**config.mk**
```make
export PLATFORM = sky130hd
export DESIGN_NAME = fetch_prefetch_queue_flat
export DESIGN_NICKNAME = d
export VERILOG_FILES = /design/src/rtl/fetch_pkg.sv /design/src/rtl/fetch_prefetch_queue_if.sv /design/src/rtl/fetch_prefetch_queue_instr_fifo.sv /design/src/rtl/fetch_prefetch_queue.sv /design/src/flat_wrapper.sv
export SDC_FILE = /design/constraint.sdc
export NUM_CORES = 1
export LEC_CHECK = 0
export CAP_MARGIN = 20
export CORE_ASPECT_RATIO = 1.5
export CORE_UTILIZATION = 49
export CTS_CLUSTER_SIZE = 12
export DETAILED_ROUTE_END_ITERATION = 7
export GPL_ROUTABILITY_DRIVEN = 0
export PLACE_DENSITY = 0.76
export SYNTH_ARGS = -nofsm -noshare
export SYNTH_HDL_FRONTEND = slang
export SYNTH_SLANG_ARGS = --single-unit
```
**constraint.sdc**
```tcl
create_clock -name Clk -period 3 [get_ports Clk]
set_clock_uncertainty 0.15 [all_clocks]
set_input_delay 0.3 -clock Clk [delete_from_list [all_inputs] [get_ports Clk]]
set_output_delay 0.3 -clock Clk [all_outputs]
set_load 0.02 [all_outputs]
```
**src/rtl/fetch_pkg.sv**
```systemverilog
// Shared types and constants for the instruction fetch front-end.
package fetch_pkg;

  localparam logic [31:0] NOP_INSTR    = 32'h0000_0000;
  localparam logic [31:0] RESET_PC_DEF = 32'h0000_0000;

  typedef enum logic [1:0] {
    BOOT  = 2'd0,
    RUN   = 2'd1,
    FLUSH = 2'd2
  } fetch_state_t;

  typedef struct packed {
    logic [31:0] instr;
    logic [31:0] pc4;
  } fetch_entry_t;

endpackage

```
**src/rtl/fetch_prefetch_queue_if.sv**
```systemverilog
// Fetch front-end bus bundle: redirect/stall from the pipeline, the
// instruction memory handshake and the head-of-queue view toward ID.
interface fetch_prefetch_queue_if;

  logic        Redirect;
  logic [31:0] RedirectPC;
  logic        Stall;
  logic        imem_req;
  logic [31:0] imem_addr;
  logic        imem_ack;
  logic [31:0] imem_data;
  logic        out_valid;
  logic [31:0] out_instr;
  logic [31:0] out_pc4;

  modport master (
    input  Redirect, RedirectPC, Stall, imem_ack, imem_data,
    output imem_req, imem_addr, out_valid, out_instr, out_pc4
  );

  modport slave (
    output Redirect, RedirectPC, Stall, imem_ack, imem_data,
    input  imem_req, imem_addr, out_valid, out_instr, out_pc4
  );

endinterface

```
**src/rtl/fetch_prefetch_queue_instr_fifo.sv**
```systemverilog
// Synchronous FIFO of fetched {instr, pc4} entries. Clear wins over
// push/pop; the head is read straight out of the entry registers.
module instr_fifo
  import fetch_pkg::*;
#(
  parameter int unsigned DEPTH = 4
) (
  input  logic                     clk,
  input  logic                     rst,
  input  logic                     clear,
  input  logic                     push,
  input  logic                     pop,
  input  fetch_entry_t             push_entry,
  output fetch_entry_t             head,
  output logic [$clog2(DEPTH):0]   count
);

  localparam int unsigned AW = $clog2(DEPTH);
  localparam int unsigned CW = AW + 1;

  fetch_entry_t   mem [DEPTH];
  logic [AW-1:0]  wr_ptr;
  logic [AW-1:0]  rd_ptr;
  logic           do_push;
  logic           do_pop;

  assign do_push = push && (count != CW'(DEPTH));
  assign do_pop  = pop && (count != '0);
  assign head    = mem[rd_ptr];

  // Pointer and occupancy tracking; pointers wrap naturally at DEPTH.
  always_ff @(posedge clk or posedge rst) begin
    if (rst) begin
      wr_ptr <= '0;
      rd_ptr <= '0;
      count  <= '0;
    end else if (clear) begin
      wr_ptr <= '0;
      rd_ptr <= '0;
      count  <= '0;
    end else begin
      if (do_push) wr_ptr <= wr_ptr + AW'(1);
      if (do_pop)  rd_ptr <= rd_ptr + AW'(1);
      case ({do_push, do_pop})
        2'b10:   count <= count + CW'(1);
        2'b01:   count <= count - CW'(1);
        default: count <= count;
      endcase
    end
  end

  // Entry storage; contents are only meaningful below count.
  always_ff @(posedge clk) begin
    if (do_push && !clear) mem[wr_ptr] <= push_entry;
  end

endmodule

```
**src/rtl/fetch_prefetch_queue.sv**
```systemverilog
// Instruction fetch front-end: owns the fetch PC, requests words from a
// wait-state instruction memory and queues them for ID.
// Optional build macro FETCH_PERF_EN adds saturating perf counters.
//
// state | meaning
// BOOT  | first cycle out of reset, no request
// RUN   | fetching while the queue has room
// FLUSH | one bubble after a redirect, no request
module fetch_prefetch_queue
  import fetch_pkg::*;
#(
  parameter int unsigned DEPTH    = 4,
  parameter logic [31:0] RESET_PC = RESET_PC_DEF
) (
  input  logic                    Clk,
  input  logic                    Rst,
  fetch_prefetch_queue_if.master  bus
`ifdef FETCH_PERF_EN
  ,
  output logic [31:0]             perf_fetched,
  output logic [31:0]             perf_flushed,
  output logic [31:0]             perf_stall
`endif
);

  localparam int unsigned CW = $clog2(DEPTH) + 1;

  fetch_state_t   state;
  fetch_state_t   state_nxt;
  logic [31:0]    fetch_pc;
  logic           req;
  logic           xfer;
  logic           pop;
  logic           out_valid;
  logic [CW-1:0]  count;
  fetch_entry_t   head;
  fetch_entry_t   push_entry;

  // Next state and request; a redirect always forces the flush bubble.
  always_comb begin
    state_nxt = state;
    req       = 1'b0;
    case (state)
      BOOT:    state_nxt = RUN;
      RUN:     req = (count < CW'(DEPTH)) && !bus.Redirect;
      FLUSH:   state_nxt = RUN;
      default: state_nxt = BOOT;
    endcase
    if (bus.Redirect) state_nxt = FLUSH;
  end

  // State register and fetch PC; redirect target is forced word aligned.
  always_ff @(posedge Clk or posedge Rst) begin
    if (Rst) begin
      state    <= BOOT;
      fetch_pc <= RESET_PC;
    end else begin
      state <= state_nxt;
      if (bus.Redirect)  fetch_pc <= bus.RedirectPC & ~32'h3;
      else if (xfer)     fetch_pc <= fetch_pc + 32'd4;
    end
  end

  assign xfer       = req && bus.imem_ack;
  assign out_valid  = (count != '0);
  assign pop        = out_valid && !bus.Stall && !bus.Redirect;
  assign push_entry = '{instr: bus.imem_data, pc4: fetch_pc + 32'd4};

  assign bus.imem_req  = req;
  assign bus.imem_addr = fetch_pc;
  assign bus.out_valid = out_valid;
  assign bus.out_instr = out_valid ? head.instr : NOP_INSTR;
  assign bus.out_pc4   = out_valid ? head.pc4   : 32'h0;

  instr_fifo #(.DEPTH(DEPTH)) u_fifo (
    .clk        (Clk),
    .rst        (Rst),
    .clear      (bus.Redirect),
    .push       (xfer),
    .pop        (pop),
    .push_entry (push_entry),
    .head       (head),
    .count      (count)
  );

`ifdef FETCH_PERF_EN
  logic [32:0] flush_sum;
  assign flush_sum = {1'b0, perf_flushed} + 33'(count);

  // Saturating counters for transfers, flushed entries and stalled cycles.
  always_ff @(posedge Clk or posedge Rst) begin
    if (Rst) begin
      perf_fetched <= '0;
      perf_flushed <= '0;
      perf_stall   <= '0;
    end else begin
      if (xfer && (perf_fetched != '1))
        perf_fetched <= perf_fetched + 32'd1;
      if (out_valid && bus.Stall && (perf_stall != '1))
        perf_stall <= perf_stall + 32'd1;
      if (bus.Redirect)
        perf_flushed <= flush_sum[32] ? '1 : flush_sum[31:0];
    end
  end
`endif

endmodule

```
**src/flat_wrapper.sv**
```systemverilog
// flat-port wrapper written by rule: the top's interface ports become plain ports
module fetch_prefetch_queue_flat import fetch_pkg::*;
#(
  parameter int unsigned DEPTH    = 4,
  parameter logic [31:0] RESET_PC = RESET_PC_DEF
)
  (Clk, Rst, bus_Redirect, bus_RedirectPC, bus_Stall, bus_imem_ack, bus_imem_data, bus_imem_req, bus_imem_addr, bus_out_valid, bus_out_instr, bus_out_pc4);
  fetch_prefetch_queue_if bus_i ();
  input  logic Clk;
  input  logic Rst;
  input wire logic [$bits(bus_i.Redirect)-1:0] bus_Redirect;
  input wire logic [$bits(bus_i.RedirectPC)-1:0] bus_RedirectPC;
  input wire logic [$bits(bus_i.Stall)-1:0] bus_Stall;
  input wire logic [$bits(bus_i.imem_ack)-1:0] bus_imem_ack;
  input wire logic [$bits(bus_i.imem_data)-1:0] bus_imem_data;
  output wire logic [$bits(bus_i.imem_req)-1:0] bus_imem_req;
  output wire logic [$bits(bus_i.imem_addr)-1:0] bus_imem_addr;
  output wire logic [$bits(bus_i.out_valid)-1:0] bus_out_valid;
  output wire logic [$bits(bus_i.out_instr)-1:0] bus_out_instr;
  output wire logic [$bits(bus_i.out_pc4)-1:0] bus_out_pc4;
  assign bus_i.Redirect = bus_Redirect;
  assign bus_i.RedirectPC = bus_RedirectPC;
  assign bus_i.Stall = bus_Stall;
  assign bus_i.imem_ack = bus_imem_ack;
  assign bus_i.imem_data = bus_imem_data;
  assign bus_imem_req = bus_i.imem_req;
  assign bus_imem_addr = bus_i.imem_addr;
  assign bus_out_valid = bus_i.out_valid;
  assign bus_out_instr = bus_i.out_instr;
  assign bus_out_pc4 = bus_i.out_pc4;
  fetch_prefetch_queue #(.DEPTH(DEPTH), .RESET_PC(RESET_PC)) u_core (.Clk(Clk), .Rst(Rst), .bus(bus_i));
endmodule
```
**After elaboration in Yosys (flattened, before gate mapping)**

Memories as Yosys holds them, arrays and structs flattened.
Index checks and enable logic that the tools add are counted.

- Register bits: 41
- Bits in writable memories: 256
- Bits of input ports: 69
- Output and inout bits: 98
- Logic and storage cells: 49
- Memories kept: 1

Memory list:

| name | depth | bits a word | rd ports | clocked after memory_dff | write ports | RTL line | source |
|---|---|---|---|---|---|---|---|
| u_core.u_fifo.mem | 4 | 64 | 1 | 0 | 1 | fetch_prefetch_queue_instr_fifo.sv:21 | `fetch_entry_t mem [DEPTH];` |

- Add/subtract/negate cells: 5
- Order comparisons: 1
- Eq/ne operators: 6
- Mux-type cells: 15
- Reductions and logical operators: 16

Operators by type and width:

| operator | count |
|---|---|
| two-way mux 32 bit | 4 |
| adder 32 x 3 -> 32 bit (second input constant) | 1 |
| two-way mux 2 bit | 5 |
| logical AND 1 bit | 7 |
| one-hot mux 3 bit (2 select lines) | 1 |
| nonzero test 2 bit | 3 |
| nonzero test 3 bit | 2 |
| adder 2 x 1 -> 2 bit (second input constant) | 2 |
| equality test 2 x 1 -> 1 bit (second input constant) | 2 |
| equality test 2 bit (second input constant) | 2 |
| one-hot mux 2 bit (2 select lines) | 1 |
| adder 3 x 1 -> 3 bit (second input constant) | 1 |
| less-than comparator 3 bit (second input constant) | 1 |
| two-way mux 1 bit | 3 |
| two-way mux 3 bit | 1 |
| != test 3 bit (second input constant) | 1 |
| subtractor 3 x 1 -> 3 bit (second input constant) | 1 |
| zero test 1 bit | 2 |
| zero test 2 bit | 1 |
| != test 2 bit (second input constant) | 1 |
| OR reduction 2 bit | 1 |

**Logic depth before layout (Yosys ltp)**

- Word-level depth: 8
- Gate-level depth with buffers: 9
- Depth with buffers taken out: 8

**Cells and area by module**

A second synthesis with hierarchy kept.

- Cell total of the unflattened synthesis: 734
- Area total of the unflattened synthesis: 12510.7 um2

By module, submodules not included:

| module | times used | cells each | area each (um2) | sequential area each (um2) |
|---|---|---|---|---|
| instr_fifo | 1 | 398 | 9796.9 | 7862.5 |
| fetch_prefetch_queue | 1 | 336 | 2713.9 | 800.8 |

**Worst setup path before layout**

Ideal clock, no wire load.

- Path type: reg2reg
- Start point: register u_core.u_fifo.count[2]
- End point: memory u_core.u_fifo.mem[0][10] (netlist bit) (enable)
- Library setup time: 0.427 ns
- Arrival: 2.543 ns
- Data required time: 2.423 ns
- Setup slack: -0.120 ns
- Stages on the path, launching flop included: 3
- Buffers on the path: 0
- Period minus slack after synthesis: 3.120 ns
- Path through: dfrtp_1 > nor4b_4 > and3_1

- Word-level cells in the longest chain between the ends: 8
- Elaborated cells on any way between the ends: 9
- Those cells by class: order compare (1); eq/ne (1); mux (3); reduce/logical (4)

RTL lines:

| what | RTL line | source |
|---|---|---|
| from (decl) | fetch_prefetch_queue_instr_fifo.sv:15 | `output logic [$clog2(DEPTH):0] count` |
| from (signal assigned) | fetch_prefetch_queue_instr_fifo.sv:45 | `2'b10: count <= count + CW'(1);` |
| from (signal assigned) | fetch_prefetch_queue_instr_fifo.sv:46 | `2'b01: count <= count - CW'(1);` |
| from (signal assigned) | fetch_prefetch_queue_instr_fifo.sv:47 | `default: count <= count;` |
| less-than comparator 3 bit | fetch_prefetch_queue.sv:45 | `RUN: req = (count < CW'(DEPTH)) && !bus.Redirect;` |
| logical AND 1 bit | fetch_prefetch_queue.sv:45 |  |
| two-way mux 1 bit | fetch_prefetch_queue.sv:43 | `case (state)` |
| net bus_imem_req | flat_wrapper.sv:16 | `output wire logic [$bits(bus_i.imem_req)-1:0] bus_imem_req;` |
| logical AND 1 bit | fetch_prefetch_queue.sv:64 | `assign xfer = req && bus.imem_ack;` |
| logical AND 1 bit | fetch_prefetch_queue_instr_fifo.sv:27 | `assign do_push = push && (count != CW'(DEPTH));` |
| logical AND 1 bit | fetch_prefetch_queue_instr_fifo.sv:54 | `if (do_push && !clear) mem[wr_ptr] <= push_entry;` |
| two-way mux 1 bit | fetch_prefetch_queue_instr_fifo.sv:54 |  |
| two-way mux 1 bit (implied by the code) | fetch_prefetch_queue_instr_fifo.sv:54 |  |
| to (decl) | fetch_prefetch_queue_instr_fifo.sv:21 |  |

The timed path passes the listed nets, and every way through them passes these cells.

**Final worst setup path**

- Start point: register u_core.u_fifo.rd_ptr[0]
- End point: output port bus_out_pc4[29]

- Word-level cells in the longest chain between the ends: 2

RTL lines:

| what | RTL line | source |
|---|---|---|
| from (decl) | fetch_prefetch_queue_instr_fifo.sv:23 | `logic [AW-1:0] rd_ptr;` |
| from (signal assigned) | fetch_prefetch_queue_instr_fifo.sv:43 | `if (do_pop) rd_ptr <= rd_ptr + AW'(1);` |
| memory read (4 x 64 bit) | - |  |
| two-way mux 32 bit | fetch_prefetch_queue.sv:73 | `assign bus.out_pc4 = out_valid ? head.pc4 : 32'h0;` |
| to (decl) | flat_wrapper.sv:20 | `output wire logic [$bits(bus_i.out_pc4)-1:0] bus_out_pc4;` |

No other way between the ends.

==> results.yml <==
power:
  pwr_density_cell_nw_per_um2: 636
  leakagePower_nw: 5.30
  peakVddDrop_uv: 434
  total_power_mw: 9.53
cells_and_area:
  area_growth_pct: 25.3
  nNetsFinal: 946
  drive_above_1_share: 0.166
  fin_area_sq_um: 15000
  post-route-util: 0.630
detailed_routing:
  drcViolationCount: 0
  via_per_inst: 5.54
  antenna_left: 0
  first_iter_violations: 403
  drt-total-wl_mm: 24.8
  wl_per_cell_microns: 20.4
  routed-via-count: 6717
  dr.pass1.iters: 4
yosys:
  ys_top_cells_by_count: "248 x edfxtp_1, 64 x nor2b_1, 62 x mux4_2, 39 x dfrtp_1, 35 x nand2_1"
  synth-seq-cells: 287
  ys_types: 49
  synth-edff-count: 248
  synth_warnings: 0
  yosys.area.top_type: "edfxtp_1"
  syn_area_per_cell_sq_um: 17.5
  ys_seq_area_frac: 0.704
  synth_flop_cell: "edfxtp_1"
  synth_top_area_frac: 0.622
  synth_area_leaders: "edfxtp_1 62%, mux4_2 12%, dfrtp_1 8.2%, nor2b_1 3.3%, xnor2_1 2.0%"
  netlist_instances: 686
  async_reset_ff_frac: 0.136
  synthMostInstantiatedCell: "edfxtp_1"
  syn-cell-area_sq_um: 12000
floorplan:
  core_area_sq_um: 23800
  die_w_microns: 130
  design.die.area_sq_um: 25100
  rows: 69
  die_h_microns: 193
  io_pins: 167
  initial_utilization: 0.502
global_route:
  grt-ovfl-total: 0
  grt_max_degree: 63
  grt_pass1_vias: 6870
  grt_pass1_wl_mm: 38.5
  antenna_found_initial: 2
  grt_use_total: 0.203
cts:
  clkLatencyLatePin_ns: 0.53
  htree_levels: 1
  cts.sink_count: 287
  tritoncts: "done"
  cts-root-buf: "clkbuf_16"
  cts_buffers: 28
  clkTransAtPathRegs_ns: 0.06
  cts_buffer_depth: 3
min_path:
  hold_path_class: "primary input to register"
placed_design:
  dpl_cell_area_sq_um: 14100
  numPortBuffers: 160
  dp_hpwl_mm: 15.6
  post-place-ws_ns: 0.338
timing:
  layout_min_cycle_time_ns: 2.93
  timing.slew.headroom: 0.609
  period_share: 0.975
  clock.fmax_ghz: 0.342
  setup_viol: 0
  hold_violations: 0
  worst_slew_pin_slew_ns: 0.585
  slew_violations: 0
  hold_ws_ns: 0.170
  layout_setup_ws_ns: 0.0739
critical_path:
  required_ns: 2.55
  startpoint_type: "register"
  critPathKind: "register to primary output"
  worstSetupEndpointType: "primary output"
  cp_max_fo: 4
  worstPathArrival_ns: 2.48
run_status:
  status: "complete, no violations"
run:
  drv_cap: 0
## layout by cell type (no fill, tap or decap), drive strengths merged, types with 6 or more instances in the layout
cell             n
a21oi            6
nand4           11
clkbuf          51
inv             10
clkdlybuf4s50  118
nor2            14
dfrtp           39
and3            10
mux4            62
nand3           14
o21ai           20
a22oi            6
buf             37
edfxtp         248
a221o           11
xnor2           27
dlymetal6s2s    16
nor2b           64
dlygate4sd2     25
nor3             8
xor2             6
o311ai           9
nand2           36
## layout make-up
| type | instances | area [sq um] |
|---|---|---|
| antenna | 1 | 2.50 |
| clock buffer | 50 | 815 |
| clock inverter | 2 | 13.8 |
| fill | 1794 | 8830 |
| inverter | 9 | 33.8 |
| multi-input combinational | 347 | 3300 |
| sequential | 287 | 8430 |
| tap | 319 | 399 |
| timing repair buffer | 198 | 2010 |
## logic make-up after synthesis
| logic type | after synthesis | share of synthesized area |
|---|---|---|
| flip-flops | 287 | 0.704 |
| AND/OR/NAND/NOR | 174 | 0.0848 |
| AO/OA/AOI/OAI | 67 | 0.0396 |
| multiplexers | 63 | 0.117 |
| buffers and inverters | 55 | 0.0232 |
| XOR/XNOR | 33 | 0.0241 |
| adder cells (fa/ha/maj) | 6 | 0.00690 |
| other | 1 | 0.000313 |
## metrics by stage
step,cells,setup TNS [ns]
2_1_floorplan,689,0
3_3_place_gp,1155,0
3_5_place_dp,1155,0
4_1_cts,1210,-0.00569
5_1_grt,1212,-0.00455
6_report,1213,0
## what timing repair did
item | in CTS | in global routing
gates resized for setup | 26 | 16
setup endpoints to repair | 57 | 30
buffers inserted | 2 | 2
endpoints found under the hold margin | 13 | 0
pin swaps | 0 | 0
hold buffers | 1 | 0
## flip-flops by register name, indices dropped and copies added (netlist names)
signal	count
u_core.bus.imem_addr	30
u_core.state	2
u_core.u_fifo.count	3
u_core.u_fifo.mem	248
u_core.u_fifo.rd_ptr	2
u_core.u_fifo.wr_ptr	2
## worst paths after layout
| path | from | endpoint | slack, ns | cells past startpoint |
|---|---|---|---|---|
| setup / recovery | u_core.u_fifo.rd_ptr[0] | bus_out_pc4[29] | 0.07 | 5 |
| hold / removal | bus_Redirect | u_core.state[1] | 0.17 | 2 |
| setup reg to reg | u_core.bus.imem_addr[3] | u_core.u_fifo.mem[0][28] | 0.40 | 6 |
| hold reg to reg | u_core.state[0] | u_core.state[0] | 0.30 | 1 |
| max in group asynchronous | Rst | u_core.bus.imem_addr[26] | 1.51 | 4 |
| min in group asynchronous | Rst | u_core.u_fifo.count[0] | 0.55 | 3 |
## power by group
part / switching, mW / internal [mW]
clock network: 1.37 / 1.82
logic: 0.923 / 0.870
registers: 0.0976 / 4.45
## routing by layer
layer  vias up  share of wire  GRT usage
met3        37          0.058     0.0365
li1       3045              -          -
met1      3415           0.40      0.266
met4         2          0.019     0.0495
met2       218           0.52      0.347
met5         -        0.00052          0
## worst max-delay path: stages (launching register included)
cell and delay, ns:
dfrtp_4 0.48, clkbuf_4 0.19, buf_4 0.16, mux4_2 0.40
nor2b_1 0.14, clkdlybuf4s50_1 0.58
(Power assumes the default switching activity.)
